--- src/rtl/mem_access_unit.sv ---
// MEM pipeline stage: branch resolution, data-memory handshake with timeout,
// write-back result selection and the MEM/WB register.
//
// Ports:
//   clk, rst          - clock; synchronous active-high reset
//   valid_i           - EX/MEM holds a live instruction
//   PCM_i, immM_i     - PC and immediate (branch target, address, MOV value)
//   alu_outM_i        - ALU result (address in AddrMode 1, default result)
//   WriteDataM_i      - store data / branch operand
//   ResultW_i         - forwarded WB result, selected by fwd_sel_i
//   WriteRegM_i       - destination register
//   *M_i controls     - RegWrite, Branch, BranchNe, MemRead, MemWrite, Mov,
//                       AddrMode
//   stall_i, flush_i  - freeze / bubble the MEM/WB register
//   dm_*              - data memory req/ready interface
//   stall_o           - memory access outstanding, hold EX/MEM
//   PC_src_o          - branch taken; branchAddr_o is its target
//   WBResult_o, WriteReg_o, RegWrite_o - MEM/WB register
//   err_o             - sticky memory timeout flag
module mem_access_unit #(
    parameter int DATA_WIDTH = 16,
    parameter int ADDR_WIDTH = 8,
    parameter int IMM_WIDTH  = 8,
    parameter int REG_WIDTH  = 4,
    parameter int WAIT_LIMIT = 15
) (
    input  logic                  clk,
    input  logic                  rst,
    input  logic                  valid_i,
    input  logic [ADDR_WIDTH-1:0] PCM_i,
    input  logic [DATA_WIDTH-1:0] alu_outM_i,
    input  logic [DATA_WIDTH-1:0] WriteDataM_i,
    input  logic [DATA_WIDTH-1:0] ResultW_i,
    input  logic                  fwd_sel_i,
    input  logic [IMM_WIDTH-1:0]  immM_i,
    input  logic [REG_WIDTH-1:0]  WriteRegM_i,
    input  logic                  RegWriteM_i,
    input  logic                  BranchM_i,
    input  logic                  BranchNeM_i,
    input  logic                  MemReadM_i,
    input  logic                  MemWriteM_i,
    input  logic                  MovM_i,
    input  logic                  AddrModeM_i,
    input  logic                  stall_i,
    input  logic                  flush_i,
    output logic                  dm_req_o,
    output logic                  dm_we_o,
    output logic [ADDR_WIDTH-1:0] dm_addr_o,
    output logic [DATA_WIDTH-1:0] dm_wdata_o,
    input  logic [DATA_WIDTH-1:0] dm_rdata_i,
    input  logic                  dm_ready_i,
    output logic                  stall_o,
    output logic                  PC_src_o,
    output logic [ADDR_WIDTH-1:0] branchAddr_o,
    output logic [DATA_WIDTH-1:0] WBResult_o,
    output logic [REG_WIDTH-1:0]  WriteReg_o,
    output logic                  RegWrite_o,
    output logic                  err_o
);

    localparam int CW = $clog2(WAIT_LIMIT + 1);
    localparam logic [CW-1:0] LIMIT = CW'(WAIT_LIMIT);

    typedef enum logic [1:0] {IDLE, WAIT, HELD} state_t;

    state_t                state, stateNext;
    logic [CW-1:0]         cnt, cntNext;
    logic [DATA_WIDTH-1:0] buffer, bufferNext;
    logic                  errNext;
    logic                  access, complete;
    logic [DATA_WIDTH-1:0] op, loadData, res;
    logic [DATA_WIDTH-1:0] immSxD;
    logic [ADDR_WIDTH-1:0] immSxA, immZxA;

    // Immediate extensions, written so IMM_WIDTH may equal the target width.
    always_comb begin
        immSxD = {DATA_WIDTH{immM_i[IMM_WIDTH-1]}};
        immSxD[IMM_WIDTH-1:0] = immM_i;
        immSxA = {ADDR_WIDTH{immM_i[IMM_WIDTH-1]}};
        immSxA[IMM_WIDTH-1:0] = immM_i;
        immZxA = '0;
        immZxA[IMM_WIDTH-1:0] = immM_i;
    end

    assign op           = fwd_sel_i ? ResultW_i : WriteDataM_i;
    assign dm_wdata_o   = op;
    assign dm_we_o      = MemWriteM_i;
    assign dm_addr_o    = AddrModeM_i ? alu_outM_i[ADDR_WIDTH-1:0] : immZxA;
    assign access       = valid_i & (MemReadM_i | MemWriteM_i);
    assign branchAddr_o = PCM_i + immSxA;
    assign PC_src_o     = valid_i & BranchM_i
                        & (BranchNeM_i ? (op != '0) : (op == '0));

    always_comb begin
        stateNext  = state;
        cntNext    = cnt;
        bufferNext = buffer;
        errNext    = err_o;
        dm_req_o   = 1'b0;
        stall_o    = 1'b0;
        complete   = 1'b0;
        loadData   = dm_rdata_i;
        unique case (state)
            IDLE: begin
                dm_req_o = access;
                if (access) begin
                    if (dm_ready_i) begin
                        complete = 1'b1;
                    end else begin
                        stall_o   = 1'b1;
                        stateNext = WAIT;
                        cntNext   = CW'(1);
                    end
                end
            end
            WAIT: begin
                dm_req_o = 1'b1;
                if (dm_ready_i) begin
                    complete = 1'b1;
                end else if (cnt == LIMIT) begin
                    // Timeout completes the access with zero data.
                    complete = 1'b1;
                    loadData = '0;
                    errNext  = 1'b1;
                end else begin
                    stall_o = 1'b1;
                    cntNext = cnt + CW'(1);
                end
            end
            HELD: begin
                loadData = buffer;
                if (!stall_i) stateNext = IDLE;
            end
            default: stateNext = IDLE;
        endcase
        // A completion under downstream stall parks the data so the
        // request is not issued a second time.
        if (complete) begin
            cntNext = '0;
            if (stall_i) begin
                stateNext  = HELD;
                bufferNext = loadData;
            end else begin
                stateNext = IDLE;
            end
        end
    end

    assign res = MemReadM_i ? loadData : (MovM_i ? immSxD : alu_outM_i);

    always_ff @(posedge clk) begin
        if (rst) begin
            state  <= IDLE;
            cnt    <= '0;
            buffer <= '0;
            err_o  <= 1'b0;
        end else begin
            state  <= stateNext;
            cnt    <= cntNext;
            buffer <= bufferNext;
            err_o  <= errNext;
        end
    end

    always_ff @(posedge clk) begin
        if (rst) begin
            WBResult_o <= '0;
            WriteReg_o <= '0;
            RegWrite_o <= 1'b0;
        end else if (flush_i) begin
            RegWrite_o <= 1'b0;
        end else if (stall_i) begin
            RegWrite_o <= RegWrite_o;
        end else if (stall_o) begin
            RegWrite_o <= 1'b0;
        end else begin
            WBResult_o <= res;
            WriteReg_o <= WriteRegM_i;
            RegWrite_o <= RegWriteM_i & valid_i;
        end
    end

endmodule

--- config.mk ---
export PLATFORM = sky130hd
export DESIGN_NAME = mem_access_unit
export DESIGN_NICKNAME = d
export VERILOG_FILES = /design/src/rtl/mem_access_unit.sv
export SDC_FILE = /design/constraint.sdc
export NUM_CORES = 1
export LEC_CHECK = 0
export ABC_AREA = 1
export CAP_MARGIN = 20
export CORE_ASPECT_RATIO = 1.25
export CORE_MARGIN = 5
export CORE_UTILIZATION = 40
export DETAILED_ROUTE_END_ITERATION = 8
export PLACE_DENSITY = 0.8
export SETUP_SLACK_MARGIN = 0.1
export SLEW_MARGIN = 20
export SYNTH_ARGS = -nofsm -noshare
export SYNTH_HDL_FRONTEND = slang
export SYNTH_SLANG_ARGS = --single-unit
--- constraint.sdc ---
create_clock -name clk -period 3.5 [get_ports clk]
set_input_delay 1.05 -clock clk [delete_from_list [all_inputs] [get_ports clk]]
set_output_delay 1.05 -clock clk [all_outputs]
set_load 0.01 [all_outputs]
==> results of run 1 <==
## logic make-up (layout without fill, tap and decap cells)
| family | count (synthesis) | after routing |
|---|---|---|
| AND/OR/NAND/NOR | 293 | 293 |
| AO/OA/AOI/OAI | 89 | 89 |
| buffers and inverters | 68 | 242 |
| flip-flops | 44 | 44 |
| adder cells (fa/ha/maj) | 12 | 12 |
| XOR/XNOR | 9 | 9 |
## worst max-delay path by stage
stage               from               to  slack (ps)  cells after the start
2_1_floorplan   PCM_i[0]  branchAddr_o[6]         240                      8
3_3_place_gp   immM_i[0]  branchAddr_o[6]        -730                     10
3_5_place_dp   immM_i[0]  branchAddr_o[6]        -820                     10
4_1_cts        immM_i[0]  branchAddr_o[6]          40                     10
5_1_grt        immM_i[1]  branchAddr_o[7]           1                      9
6_report       immM_i[1]  branchAddr_o[7]          60                      9
## stage by stage
step                total power (uW)  hold slack, ps
finish                          2020             470
global route                    2170             494
CTS                             2020             472
detailed placement              1640             459
global placement                1610             451
floorplan                       1220             452
## flip-flops by register name, summed over array words and instances, names as in the netlist
name,cells
err_o,1
WriteReg_o,4
cnt,4
buffer,16
state,2
WBResult_o,16
RegWrite_o,1
## worst max-delay path, delay by kind of cell
| kind | cells | cell delay, ps |
|---|---|---|
| AND/OR/NAND/NOR | 4 | 390 |
| buffers and inverters | 3 | 510 |
| XOR/XNOR | 1 | 170 |
| adder cells (fa/ha/maj) | 1 | 280 |
## per-layer routing
metal | part of all wire | vias up | routed length (um) | global-route usage
met5 | 0 | - | 0 | 0
met4 | 0.020 | 0 | 221 | 0.0605
met3 | 0.089 | 22 | 974 | 0.0518
met2 | 0.51 | 156 | 5580 | 0.407
met1 | 0.38 | 1752 | 4150 | 0.253
li1 | - | 1968 | - | -
## area by class of cell
cell class | instances | area (um2)
Fill cell | 664 | 2380
Multi-Input combinational cell | 403 | 2010
Timing Repair Buffer | 190 | 1780
Sequential cell | 44 | 881
Inverter | 44 | 168
Tap cell | 92 | 115
Clock buffer | 6 | 72.6
Clock inverter | 2 | 35.0
## synth_stat cells (2+ instances only)
| cell type | number |
|---|---|
| nand3_1 | 30 |
| nand3_2 | 2 |
| nand2_4 | 3 |
| nand4_1 | 3 |
| nand2_2 | 4 |
| o21ai_1 | 10 |
| dfxtp_1 | 44 |
| nand2_1 | 210 |
| o21ai_0 | 23 |
| buf_2 | 5 |
| ha_1 | 11 |
| clkbuf_1 | 11 |
| a21oi_1 | 55 |
| inv_2 | 3 |
| xor2_1 | 6 |
| inv_1 | 40 |
| xnor2_1 | 3 |
| buf_6 | 3 |
| nor2_1 | 37 |
| buf_4 | 5 |
## repair_timing
| action | 4_1_cts | 5_1_grt |
|---|---|---|
| buffers inserted | 2 | 0 |
| hold endpoints to repair | 0 | 0 |
| resized for setup | 75 | 5 |
| endpoints found under the setup margin | 34 | 5 |
| pin swaps | 11 | 2 |
## power groups by stage
stage | Clock, uW | Combinational, uW | Sequential, uW
finish | 393 | 1010 | 618
global route | 412 | 1130 | 626
CTS | 392 | 1010 | 617
detailed placement | 0 | 1010 | 628
global placement | 0 | 986 | 625
floorplan | 0 | 587 | 633
## cell usage in the layout (no fill, tap or decap), drive strengths merged
master	synthesis	routed
nand3	33	33
dlygate4sd2	0	17
dlymetal6s2s	0	3
xor2	6	6
clkdlybuf4s15	0	4
bufinv	0	1
buf	13	42
a21oi	55	55
ha	11	11
clkdlybuf4s50	0	123
clkinv	0	1
inv	44	44
dfxtp	44	44
o21ai	34	34
xnor2	3	3
fa	1	1
nor2	38	38
nand3b	1	1
nand4	4	4
clkbuf	11	7
nand2	217	217
==> flow_metrics.py, run 1 <==
metrics = {
    "yosys": {
        "post_synth_xor_area_fraction": 0.0255,
        "syn_area_um2": 3090,
        "synth.lib_cells_used.distinct": 27,
        "synthDominantAreaCellType": "dfxtp_1",
        "synthTopCellsByArea": "dfxtp_1, nand2_1, a21oi_1, inv_1, nand3_1",
        "synth_fp_nets": 625,
        "ys.warnings.count": 0,
        "dominant_combinational_cell_family_by_area_after_synthesis": "simple AND/OR/NAND/NOR gates",
        "synthAdderAreaFrac": 0.0510,
        "yosysSeqAreaShare": 0.285,
        "synth_ff_type": "dfxtp_1",
        "synthSimpleGateAreaFrac": 0.394,
        "netlist_instances": 515,
        "synth.ff_latch_count": 44,
        "synthMuxAreaShare": 0,
        "synthArstFlopShare": 0,
        "post-synth-top-area-fraction": 0.285,
        "fraction_of_the_mapped_netlist_area_in_compound_gates": 0.145,
        "synth_enable_flop_cells": 0,
        "syn-mean-instance-area_um2": 6.00,
    },
    "power": {
        "switching_share": 0.389,
        "power_density_nw_per_um2": 400,
        "max-vdd-ir-drop_mv": 0.275,
        "share_seq_of_total_power": 0.305,
        "p_int_uw": 1240,
        "combPwrFrac": 0.501,
        "leakage_power_figure_uw": 0.00244,
        "power.clock.fraction": 0.194,
        "power.switching_uw": 787,
    },
    "run_status": {
        "status": "finished, final reports clean",
    },
    "place": {
        "post-place-cells": 771,
        "hpwl_mm": 8.44,
        "io_buffers": 155,
        "dpl_worst_slack_ps": -815,
        "gp_congestion": 0.823,
        "detailed_place.area_um2": 4880,
    },
    "timing": {
        "worst-slew-pin-transition_ps": 777,
        "final.period_utilization": 0.984,
        "final-setup-viol-count": 0,
        "fmaxAchievable_mhz": 290,
        "timing.final.ws_setup_ps": 56.3,
        "slew_headroom": 0.482,
        "clock_skew_ps": 8.11,
        "hold_viol": 0,
        "drv_slew": 0,
        "final.setup.tns_ps": 0,
        "rsz_0062_raised_after_global_routing": "true",
        "period_minus_slack_ps": 3440,
    },
    "routing": {
        "vias_per_cell": 4.99,
        "drt_first_iter_violations": 183,
        "route.vias.total": 3898,
        "routed_wl_mm": 10.9,
        "final_antenna_net_count": 0,
        "drc": 0,
        "drt_pass1_iterations": 4,
        "avgRoutedWirePerCell_um": 14.0,
    },
    "clock_tree": {
        "cts.sinks": 44,
        "clockRootBuffer": "clkbuf_8",
        "cts-htree-levels": 2,
        "clock_latency_ps": 300,
        "cts_made_buffers": 5,
        "cts-hold-fix-buffers": 0,
        "clockBufferDepth": 2,
        "tritoncts_clock_tree": "done",
        "clkTransAtPathRegs_ps": 80,
    },
    "critical_path": {
        "path_class": "in2out",
        "cpMaxStageDelayCell": "ha_1",
        "worst-path-max-fanout": 3,
        "reg2reg_from": "state[0]",
        "rr_worst_depth": 8,
        "cp_slowest_stage_delay_ps": 280,
        "data_arrival_time_of_the_critical_path_ps": 2390,
        "setup.worst_path.start_class": "primary input",
        "critical_path.endpoint_type": "primary output",
        "critPathMostFrequentCell": "nand3_1",
        "worstPathCellList": "clkdlybuf4s15_2, buf_4, ha_1, nand3_1, nand2_2, nand4_1, nand3_1, xor2_1, buf_2",
        "worst-r2r-setup-slack_ps": 1630,
        "cp_data_required_time_ps": 2450,
        "rr_endpoint": "WriteReg_o[2]",
    },
    "floorplanning": {
        "die-height_um": 108,
        "start_util": 0.415,
        "std_cell_rows": 35,
        "die_width_um": 88.6,
        "core_area_um2": 7440,
        "design.die.area_um2": 9600,
        "ioPinCount": 156,
    },
    "layout": {
        "design_area_um2": 5060,
        "final-instance-count-excl-fill": 781,
        "finalNetCount": 798,
        "num_antenna_cells": 0,
        "final_layout_size_suffix_gt1_frac": 0.123,
        "area_delta_synth_final_pct": 63.9,
        "final_core_utilization": 0.680,
    },
    "global_route": {
        "maximum_number_of_pins_on_one_net_before_global_route_repair": 25,
        "grt_pass1_vias": 3775,
        "grtUsageTotal": 0.222,
        "global_route.overflow_total": 0,
        "first_pass_grt_wire_length_mm": 17.2,
        "antenna_found_initial": 0,
    },
    "flow_run": {
        "cap_viol_max_count": 0,
    },
    "worst_hold_path": {
        "hold_path.startpoint": "WriteReg_o[1]",
        "timing.hold.worst_endpoint": "WriteReg_o[1]",
        "worst_hold_path_type": "reg2reg",
        "hold_path_depth": 2,
    },
}
Note: power is estimated with default switching activity, not from simulation.
==> inputs of run 2 (changes only) <==
Settings changed: TNS_END_PERCENT from default to 5.
==> run 2 against run 1 <==
  * Routed wire length up 1.0%
  * Maximum frequency up 0.33%
  * Hold slack barely moved
  * Sequential share of layout area decreased by 0.11 points
  * Design area up 0.64%
  * Clock skew down 1.0 ps
  * Sequential power about the same
  * Clock power about the same
==> flow_metrics.py, run 2 (synthesized netlist as in run 1, its figures left out) <==
metrics = {
    "routing": {
        "route.vias.total": 3899,
        "met3_wirelength_um": 968,
        "m1WireLength_mm": 4.18,
        "routed_wl_mm": 11.0,
        "vias_per_cell": 4.99,
        "avgRoutedWirePerCell_um": 14.1,
        "drc": 0,
        "met2_length_mm": 5.69,
        "topRoutingLayerUsed": "met4",
        "final_antenna_net_count": 0,
        "drt_pass1_iterations": 5,
        "drt_first_iter_violations": 190,
    },
    "layout": {
        "final_core_utilization": 0.685,
        "final_cell_mix": "nand2_1, clkdlybuf4s50_1, a21oi_1, dfxtp_1, inv_1",
        "area_delta_synth_final_pct": 64.9,
        "final_layout_size_suffix_gt1_frac": 0.129,
        "layout_top_registers": "WBResult_o (16), buffer (16)",
        "finalNetCount": 798,
        "final_common_cell": "nand2_1",
    },
    "flow_run": {
        "cap_viol_max_count": 0,
    },
    "global_route": {
        "grt_pass1_vias": 3770,
        "grtUsageTotal": 0.222,
        "first_pass_grt_wire_length_mm": 17.1,
        "antenna_found_initial": 1,
        "maximum_number_of_pins_on_one_net_before_global_route_repair": 25,
        "global_route.overflow_total": 0,
    },
    "critical_path": {
        "data_arrival_time_of_the_critical_path_ps": 2380,
        "critical_path.endpoint_type": "primary output",
        "cp_data_required_time_ps": 2450,
        "worstPathCellList": "dlygate4sd2_1, ha_4, nand3_2, nand2_2, nand4_1, nand3_1, xor2_1, buf_2",
        "worst-path-max-fanout": 4,
        "cp_slowest_stage_delay_ps": 320,
        "setup.worst_path.start_class": "primary input",
        "cpMaxStageDelayCell": "ha_4",
        "path_class": "in2out",
    },
    "timing": {
        "worst-slew-pin-transition_ps": 751,
        "final-setup-viol-count": 0,
        "final.setup.tns_ps": 0,
        "clock_skew_ps": 7.11,
        "hold_viol": 0,
        "slew_headroom": 0.500,
        "drv_slew": 0,
        "fmaxAchievable_mhz": 291,
        "rsz_0062_raised_after_global_routing": "true",
        "final.period_utilization": 0.981,
        "period_minus_slack_ps": 3430,
    },
    "floorplanning": {
        "die-height_um": 108,
        "start_util": 0.415,
        "core_area_um2": 7440,
        "design.die.area_um2": 9600,
        "ioPinCount": 156,
        "std_cell_rows": 35,
        "die_width_um": 88.6,
    },
    "clock_tree": {
        "cts-hold-fix-buffers": 0,
        "cts.sinks": 44,
        "clockBufferDepth": 2,
        "clockRootBuffer": "clkbuf_8",
        "clock_latency_ps": 300,
        "tritoncts_clock_tree": "done",
        "clkTransAtPathRegs_ps": 80,
        "cts_made_buffers": 5,
        "cts-htree-levels": 2,
    },
    "worst_hold_path": {
        "worst_hold_path_type": "reg2reg",
    },
    "power": {
        "max-vdd-ir-drop_mv": 0.278,
        "leakage_power_figure_uw": 0.00243,
        "power_density_nw_per_um2": 399,
    },
    "place": {
        "hpwl_mm": 8.44,
        "gp_congestion": 0.823,
        "io_buffers": 155,
    },
    "run_status": {
        "status": "finished, final reports clean",
    },
}
-- run 2: cell type report --
type | instances | area, um2
antenna | 1 | 2.50
clock buffer | 6 | 72.6
clock inverter | 2 | 35.0
fill | 647 | 2350
inverter | 44 | 168
multi-input combinational | 403 | 2040
sequential | 44 | 881
tap | 92 | 115
timing repair buffer | 190 | 1790
-- run 2: per-stage QoR --
| stage | instances | hold WS, ps | total power [uW] | area [um2] | setup slack [ps] |
|---|---|---|---|---|---|
| 6_report | 782 | 470 | 2030 | 5100 | 67.5 |
| 5_1_grt | 782 | 494 | 2180 | 5100 | 20.9 |
| 4_1_cts | 781 | 472 | 2020 | 5040 | 37.9 |
| 3_5_place_dp | 771 | 459 | 1640 | 4880 | -815 |
| 3_3_place_gp | 771 | 451 | 1610 | 4880 | -728 |
| 2_1_floorplan | 515 | 452 | 1220 | 3090 | 244 |
-- run 2: what timing repair did --
item,in CTS,in global routing
pin swaps,9,7
hold endpoints to repair,0,0
buffers inserted,2,0
resized for setup,68,17
setup endpoints to repair,34,14
-- run 2: report_power, final --
group | internal, uW | leakage, uW | switching, uW
combinational | 455 | 0.00202 | 569
sequential | 576 | 0.000360 | 42.1
clock | 212 | 0.0000552 | 180
-- run 2: final timing paths --
check | start | end | slack, ps | cells past startpoint
worst max-delay path | immM_i[2] | branchAddr_o[7] | 70 | 8
worst min-delay path | WriteReg_o[3] | WriteReg_o[3] | 470 | 2
worst max register to register | state[0] | WriteReg_o[2] | 1630 | 8
worst min register to register | WriteReg_o[3] | WriteReg_o[3] | 470 | 2
-- run 2: layer usage --
metal | track usage | vias to the layer above
li1 | - | 1972
met1 | 0.252 | 1761
met2 | 0.404 | 146
met3 | 0.0518 | 20
met4 | 0.0605 | 0
met5 | 0 | -
-- run 2: critical path: cells and delay by family --
kind          cells  cell delay (ps)
fa+ha+maj         1              320
buf+inv           2              440
simple gates      4              400
xor+xnor          1              170
